**src/rtl/stg_if.sv**
```systemverilog
// Instruction-fetch stage: captures {pc, instr} from the address stage and
// memory into a small first-word-fall-through queue so decode can stall
// without losing fetches already in flight. Raises an early stall to the PC
// generator, keeps a sticky overflow flag, and honours pipeline flush.

`ifndef SIZE_ADDR
`define SIZE_ADDR 32
`endif
`ifndef SIZE_DATA
`define SIZE_DATA 32
`endif

module stg_if #(
    parameter int DEPTH      = 4,   // power of two, >= 2
    parameter int AFULL_FREE = 2    // < DEPTH
) (
    input  logic                  iw_clk,
    input  logic                  iw_rst,
    input  logic [`SIZE_ADDR-1:0] iw_pc,
    input  logic                  iw_ia_valid,
    input  logic [`SIZE_DATA-1:0] iw_mem_data,
    input  logic                  iw_flush,
    input  logic                  iw_id_ready,
    output logic [`SIZE_ADDR-1:0] ow_pc,
    output logic [`SIZE_DATA-1:0] ow_instr,
    output logic                  ow_if_valid,
    output logic                  ow_stall,
    output logic                  ow_overflow
);

    localparam int PW = $clog2(DEPTH);
    localparam int CW = PW + 1;
    localparam logic [CW-1:0] DEPTH_C = CW'(DEPTH);
    localparam logic [CW-1:0] AFREE_C = CW'(AFULL_FREE);

    // Entry storage; contents are only observed through count, so no reset.
    logic [`SIZE_ADDR-1:0] pc_mem_q    [DEPTH];
    logic [`SIZE_DATA-1:0] instr_mem_q [DEPTH];

    logic [PW-1:0] rd_ptr_q, rd_ptr_d;
    logic [PW-1:0] wr_ptr_q, wr_ptr_d;
    logic [CW-1:0] count_q,  count_d;
    logic          overflow_q, overflow_d;

    logic empty;
    logic full;
    logic pop;
    logic push;
    logic wr_en;

    // Handshake decode and next-state for pointers, count and overflow.
    always_comb begin
        empty      = (count_q == '0);
        full       = (count_q == DEPTH_C);
        pop        = ~empty & iw_id_ready;
        // A full queue still accepts a fetch when the head leaves this cycle.
        push       = iw_ia_valid & (~full | pop);
        wr_en      = push & ~iw_flush & iw_rst;
        rd_ptr_d   = rd_ptr_q;
        wr_ptr_d   = wr_ptr_q;
        count_d    = count_q;
        overflow_d = overflow_q;
        if (iw_flush) begin
            // Flush discards everything, including this cycle's fetch, and
            // deliberately leaves the sticky overflow alone.
            rd_ptr_d = '0;
            wr_ptr_d = '0;
            count_d  = '0;
        end else begin
            if (pop)
                rd_ptr_d = rd_ptr_q + PW'(1);
            if (push)
                wr_ptr_d = wr_ptr_q + PW'(1);
            count_d = count_q + CW'(push) - CW'(pop);
            if (iw_ia_valid & full & ~pop)
                overflow_d = 1'b1;
        end
    end

    // Control state with synchronous active-low reset overriding everything.
    always_ff @(posedge iw_clk) begin
        if (!iw_rst) begin
            rd_ptr_q   <= '0;
            wr_ptr_q   <= '0;
            count_q    <= '0;
            overflow_q <= 1'b0;
        end else begin
            rd_ptr_q   <= rd_ptr_d;
            wr_ptr_q   <= wr_ptr_d;
            count_q    <= count_d;
            overflow_q <= overflow_d;
        end
    end

    // Entry write at the write pointer.
    always_ff @(posedge iw_clk) begin
        if (wr_en) begin
            pc_mem_q[wr_ptr_q]    <= iw_pc;
            instr_mem_q[wr_ptr_q] <= iw_mem_data;
        end
    end

    // Fall-through head view, zeroed when empty; stall from registered count.
    always_comb begin
        ow_if_valid = ~empty;
        ow_pc       = empty ? '0 : pc_mem_q[rd_ptr_q];
        ow_instr    = empty ? '0 : instr_mem_q[rd_ptr_q];
        ow_stall    = (DEPTH_C - count_q) <= AFREE_C;
        ow_overflow = overflow_q;
    end

endmodule
```
**config.mk**
```make
export PLATFORM = sky130hd
export DESIGN_NAME = stg_if
export DESIGN_NICKNAME = d
export VERILOG_FILES = /design/src/rtl/stg_if.sv
export SDC_FILE = /design/constraint.sdc
export NUM_CORES = 1
export LEC_CHECK = 0
export ABC_AREA = 1
export ABC_CLOCK_PERIOD_IN_PS = 5900
export CORE_ASPECT_RATIO = 0.6
export CORE_MARGIN = 2
export CORE_UTILIZATION = 55
export DETAILED_ROUTE_END_ITERATION = 12
export GPL_ROUTABILITY_DRIVEN = 0
export PLACE_DENSITY = 0.77
export SLEW_MARGIN = 40
export SYNTH_ARGS = -nofsm -noshare
export SYNTH_HDL_FRONTEND = slang
export SYNTH_SLANG_ARGS = --single-unit
export TNS_END_PERCENT = 20
```
**constraint.sdc**
```tcl
create_clock -name iw_clk -period 5.9 [get_ports iw_clk]
set_input_delay 0.59 -clock iw_clk [delete_from_list [all_inputs] [get_ports iw_clk]]
set_output_delay 0.59 -clock iw_clk [all_outputs]
set_load 0.1 [all_outputs]
```
After elaboration in Yosys (flattened, before gate mapping). Memories as Yosys holds them, arrays and structs flattened. A register that Yosys moved wholly into a read port is not among the register bits. Cells that the tools add are included.

$add $sub $neg: 5. Magnitude comparators: 1. Equality and inequality tests: 1. Muxes and demuxes: 8. Bitwise operators: 12. Reduce and logical (&&, ||, !) cells: 3.

Operator list (number): 2-to-1 mux 32 bit (2); 2-to-1 mux 2 bit (4); AND 1 bit (6); NOT 1 bit (5); adder 2 x 1 -> 2 bit (second input constant) (2); adder 3 x 1 -> 3 bit (1); equality test 3 bit (second input constant) (1); less-or-equal comparator 3 x 2 -> 1 bit (second input constant) (1); logical NOT 3 bit (1); subtractor 3 x 1 -> 3 bit (1); subtractor 3 bit (first input constant) (1); 2-to-1 mux 1 bit (2); AND reduction 2 bit (1); OR reduction 2 bit (1); bitwise OR 1 bit (1).

Bits in registers: 8. Bits in writable memories: 256. Input bits: 69. Output and inout bits: 67. Logic and storage cells: 36. Memories: 2.

Memories: instr_mem_q (depth 4, width 32, rd ports 1, clocked after memory_dff 1, write ports 1, RTL line 38) `` logic [`SIZE_DATA-1:0] instr_mem_q [DEPTH]; ``; pc_mem_q (depth 4, width 32, rd ports 1, clocked after memory_dff 1, write ports 1, RTL line 37) `` logic [`SIZE_ADDR-1:0] pc_mem_q [DEPTH]; ``.

Logic depth before layout (Yosys ltp).
Depth in word-level cells: 9. Mapped depth: 16. Gate-level depth less buffers: 16.

Worst setup path before layout. Ideal clock, no wire load.

Path kind: register -> register. Start point: register count_q[1]. End point: memory instr_mem_q[0][0] in the netlist's numbering (enable). Library setup time: 0.487 ns. Arrival time: 4.690 ns. Required time: 5.413 ns. Path slack: 0.723 ns. Stages on the path, launching flop included: 9. Buffers on the path: 0. Clock period less this slack: 5.177 ns. Cells stage by stage: dfxtp_1 -> inv_1 -> ha_1 -> ha_1 -> inv_1 -> nand2_1 -> nand2_1 -> nand3_1 -> nor2_1.

Longest elaborated chain between the ends: 9. Elaborated cells between the ends (all ways): 11. Classes of those cells: eq/ne: 1; mux: 2; bitwise: 7; reduce/logical: 1.

Ends and longest elaborated chain: start, declared (RTL line 42) `logic [CW-1:0] count_q, count_d;`; start signal, assigned (RTL line 90) `count_q <= count_d;`; logical NOT 3 bit (RTL line 53) `empty = (count_q == '0);`; NOT 1 bit; net ow_if_valid (RTL line 26) `output logic ow_if_valid,`; AND 1 bit (RTL line 55) `pop = ~empty & iw_id_ready;`; bitwise OR 1 bit (RTL line 57) `push = iw_ia_valid & (~full | pop);`; AND 1 bit (RTL line 57); AND 1 bit (2 in a row) (RTL line 58) `wr_en = push & ~iw_flush & iw_rst;`; 2-to-1 mux 1 bit (RTL line 97) `if (wr_en) begin`; 2-to-1 mux 1 bit (implied by the code) (RTL line 99) `instr_mem_q[wr_ptr_q] <= iw_mem_data;`; end, declared (RTL line 38).

The timed path passes the listed nets, and every way through them passes these cells.

==> impl_metrics.yaml <==
status:
  status: "complete, no violations"
clock_network:
  post_cts_buffers: 0
  cts-root-buf: "clkbuf_16"
  cts_resized: 0
  cts.path.max_buffers: 3
  postCtsHoldBufs: 0
  cts_buffers: 24
  clock_latency_ps: 520
  cts_tree: "yes"
  clk_pin_slew_worst_paths_ps: 70
  cts_max_level: 1
  cts_num_sinks: 266
critical_path:
  reg2reg_depth: 10
  startpoint_type: "flip-flop"
  cp.arrival_ps: 3080
  r2r_setup_slack_ps: 2240
  path_cells: "buf_4 -> nand2_1 -> nand2_1 -> nand2_1 -> a21oi_1 -> buf_2"
  crit_slowest_cell: "dfxtp_4"
  crit_fanout: 66
  crit_type: "reg -> out"
  cp.required_ps: 5310
  critPathTopFamily: "buffers and inverters"
  worst-path-buf-inv: 2
  crit_path_frequent_cell: "nand2_1"
  r2r_start: "count_q[1]$_SDFF_PP0_"
  r2r-end: "pc_mem_q[0][21]$_DFFE_PP_"
  slowest_delay_ps: 820
  cp-end-kind: "output port"
sta:
  drv_slew: 0
  slew-limit-headroom_pct: 44.0
  holdWs_ps: 480
  fin_skew_ps: 11.6
  setup_viol: 0
  tightest_slew_ps: 840
  period_needed_ps: 3670
  rsz0062_at_grt: "no"
  hold_viol_final: 0
  max_freq_ghz: 0.273
  post-route-period-util_pct: 62.1
  setup_tns_ps: 0
  fin_ws_ps: 2230
layout:
  final_common_cell: "nand2_1"
  fin_nets: 1226
  drive_gt1_share_pct: 10.5
  area_delta_synth_final_pct: 18.7
  final_cell_mix: "nand2_1 (396), edfxtp_1 (256), inv_1 (147), nand3_1 (68), clkdlybuf4s50_1 (68)"
  diodes: 0
  final_cells: 1436
  post-route-util_pct: 66.2
power_and_ir_drop:
  seq_power_share_pct: 49.2
  pwr_density_cell_nw_per_um2: 326
  ir_drop_uv: 232
  p_int_mw: 3.15
  p_leak_nw: 5.52
  comb_power_share_pct: 13.6
  sw_frac_of_total_pct: 26.5
  p_sw_mw: 1.13
  p_clk_share_pct: 37.2
place:
  pre_cts_ws_ps: 2190
  port-buffer-count: 135
  dp_hpwl_mm: 12.8
  placed_cells: 1392
logic_synthesis:
  syn-num-nets: 1103
  ys_seq_area_share_pct: 71.2
  synth_top_area_share_pct: 69.4
  ys_seq_elements: 266
  synth_area_leaders: "edfxtp_1 (69%), nand2_1 (13%), inv_1 (5.0%), nand3_1 (3.1%), a21oi_1 (3.0%)"
  synth_cells: 1023
  synth.avg_cell_area_sq_um: 10.8
  yosys_warnings: 0
  yosys.area.top_type: "edfxtp_1"
  synth_cell_type_count: 19
  syn_area_sq_um: 11100
die:
  coreArea_sq_um: 19900
  die_area_sq_um: 21300
  chipHeight_um: 114
  fp.dieW_um: 187
  core.rowCount: 40
  ios: 136
  start_util_pct: 55.8
grt:
  gr-total-overflow: 0
  grt_pass1_vias: 7029
  grt_usage_pct: 21.9
  grt_start_max_net_pins: 103
  antenna_found_initial: 0
  grt_pass1_wl_mm: 36.7
flow_run:
  cap_violations: 0
drt:
  post_drt_via_cell_ratio: 5.04
  avgRoutedWirePerCell_um: 16.1
  drc: 0
  routed_wirelength_mm: 23.1
  first_iter_violations: 674
  ant_nets: 0
  first_pass_iters: 7
  via_count: 7241
worst_hold_path:
  hold_depth: 2
  hold_class: "reg -> reg"
  min_from: "ow_overflow$_SDFFE_PN0P_"
  hold-path-endpoint: "ow_overflow$_SDFFE_PN0P_"
-- worst reg2reg max path, delay by kind of cell, from the launching register on --
kind,cells,cell delay (ps)
flops,1,430
simple gates,4,1140
fa+ha+maj,2,370
buf+inv,4,1320
-- stage by stage --
stage	power (mW)	instance area (sq um)
6_report	4.28	13100
5_1_grt	4.42	13100
4_1_cts	4.31	13100
3_5_place_dp	2.73	12300
3_3_place_gp	2.76	12600
2_1_floorplan	2.58	11100
-- cells in the mapped netlist (all sizes together) --
cell and number:
a21boi 1, a21oi 67, buf 37, clkbuf 11, dfxtp 10, edfxtp 256
fa 1, ha 10, inv 149, nand2 396, nand3 68, nor2 13
o21ai 2, o21bai 1, or2 1
-- registers in the layout, indices dropped and copies added, names as in the netlist, named ones only --
| name | flops |
|---|---|
| ow_overflow | 1 |
| pc_mem_q | 128 |
| wr_ptr_q | 2 |
| instr_mem_q | 128 |
| count_q | 3 |
| rd_ptr_q | 2 |
-- kinds of logic (layout without fill, tap and decap cells) --
logic type | count (synthesis) | count (layout) | synth area share (%)
AND/OR/NAND/NOR | 478 | 478 | 17.0
flip-flops | 266 | 266 | 71.2
buffers and inverters | 197 | 337 | 7.27
AO/OA/AOI/OAI | 71 | 71 | 3.25
adder cells (fa/ha/maj) | 11 | 11 | 1.31
-- power by group through the flow --
| stage | registers [mW] | clock network (mW) | logic (mW) |
|---|---|---|---|
| 3_3_place_gp | 2.15 | 0 | 0.619 |
| 2_1_floorplan | 2.14 | 0 | 0.439 |
| 4_1_cts | 2.11 | 1.62 | 0.585 |
| 6_report | 2.11 | 1.59 | 0.583 |
| 5_1_grt | 2.11 | 1.70 | 0.613 |
| 3_5_place_dp | 2.15 | 0 | 0.583 |
-- worst max path at each step --
stage	to	start	slack, ps	cells after the start
2_1_floorplan	instr_mem_q[0][0]$_DFFE_PP_	count_q[1]$_SDFF_PP0_	720	8
5_1_grt	pc_mem_q[0][12]$_DFFE_PP_	count_q[1]$_SDFF_PP0_	1910	10
4_1_cts	pc_mem_q[0][12]$_DFFE_PP_	count_q[1]$_SDFF_PP0_	2180	10
3_5_place_dp	pc_mem_q[0][19]$_DFFE_PP_	count_q[1]$_SDFF_PP0_	2190	10
3_3_place_gp	ow_pc[22]	flip-flop	1870	7
6_report	ow_instr[2]	flip-flop	2230	6
-- layout make-up --
cell class	instances	area [sq um]
Inverter	149	567
Fill cell	1470	6720
Clock inverter	14	168
Timing Repair Buffer	145	1120
Multi-Input combinational cell	560	2420
Sequential cell	266	7890
Tap cell	273	342
Clock buffer	29	641
-- routing by layer --
layer / GRT usage, % / vias up / share of wire [%]
met5: 0 / - / 0
met4: 4.34 / 0 / 1.4
met3: 5.08 / 28 / 9.1
met2: 35.0 / 279 / 46
met1: 31.5 / 3387 / 44
li1: - / 3547 / -
No activity file was read; power rests on OpenSTA's default activity.
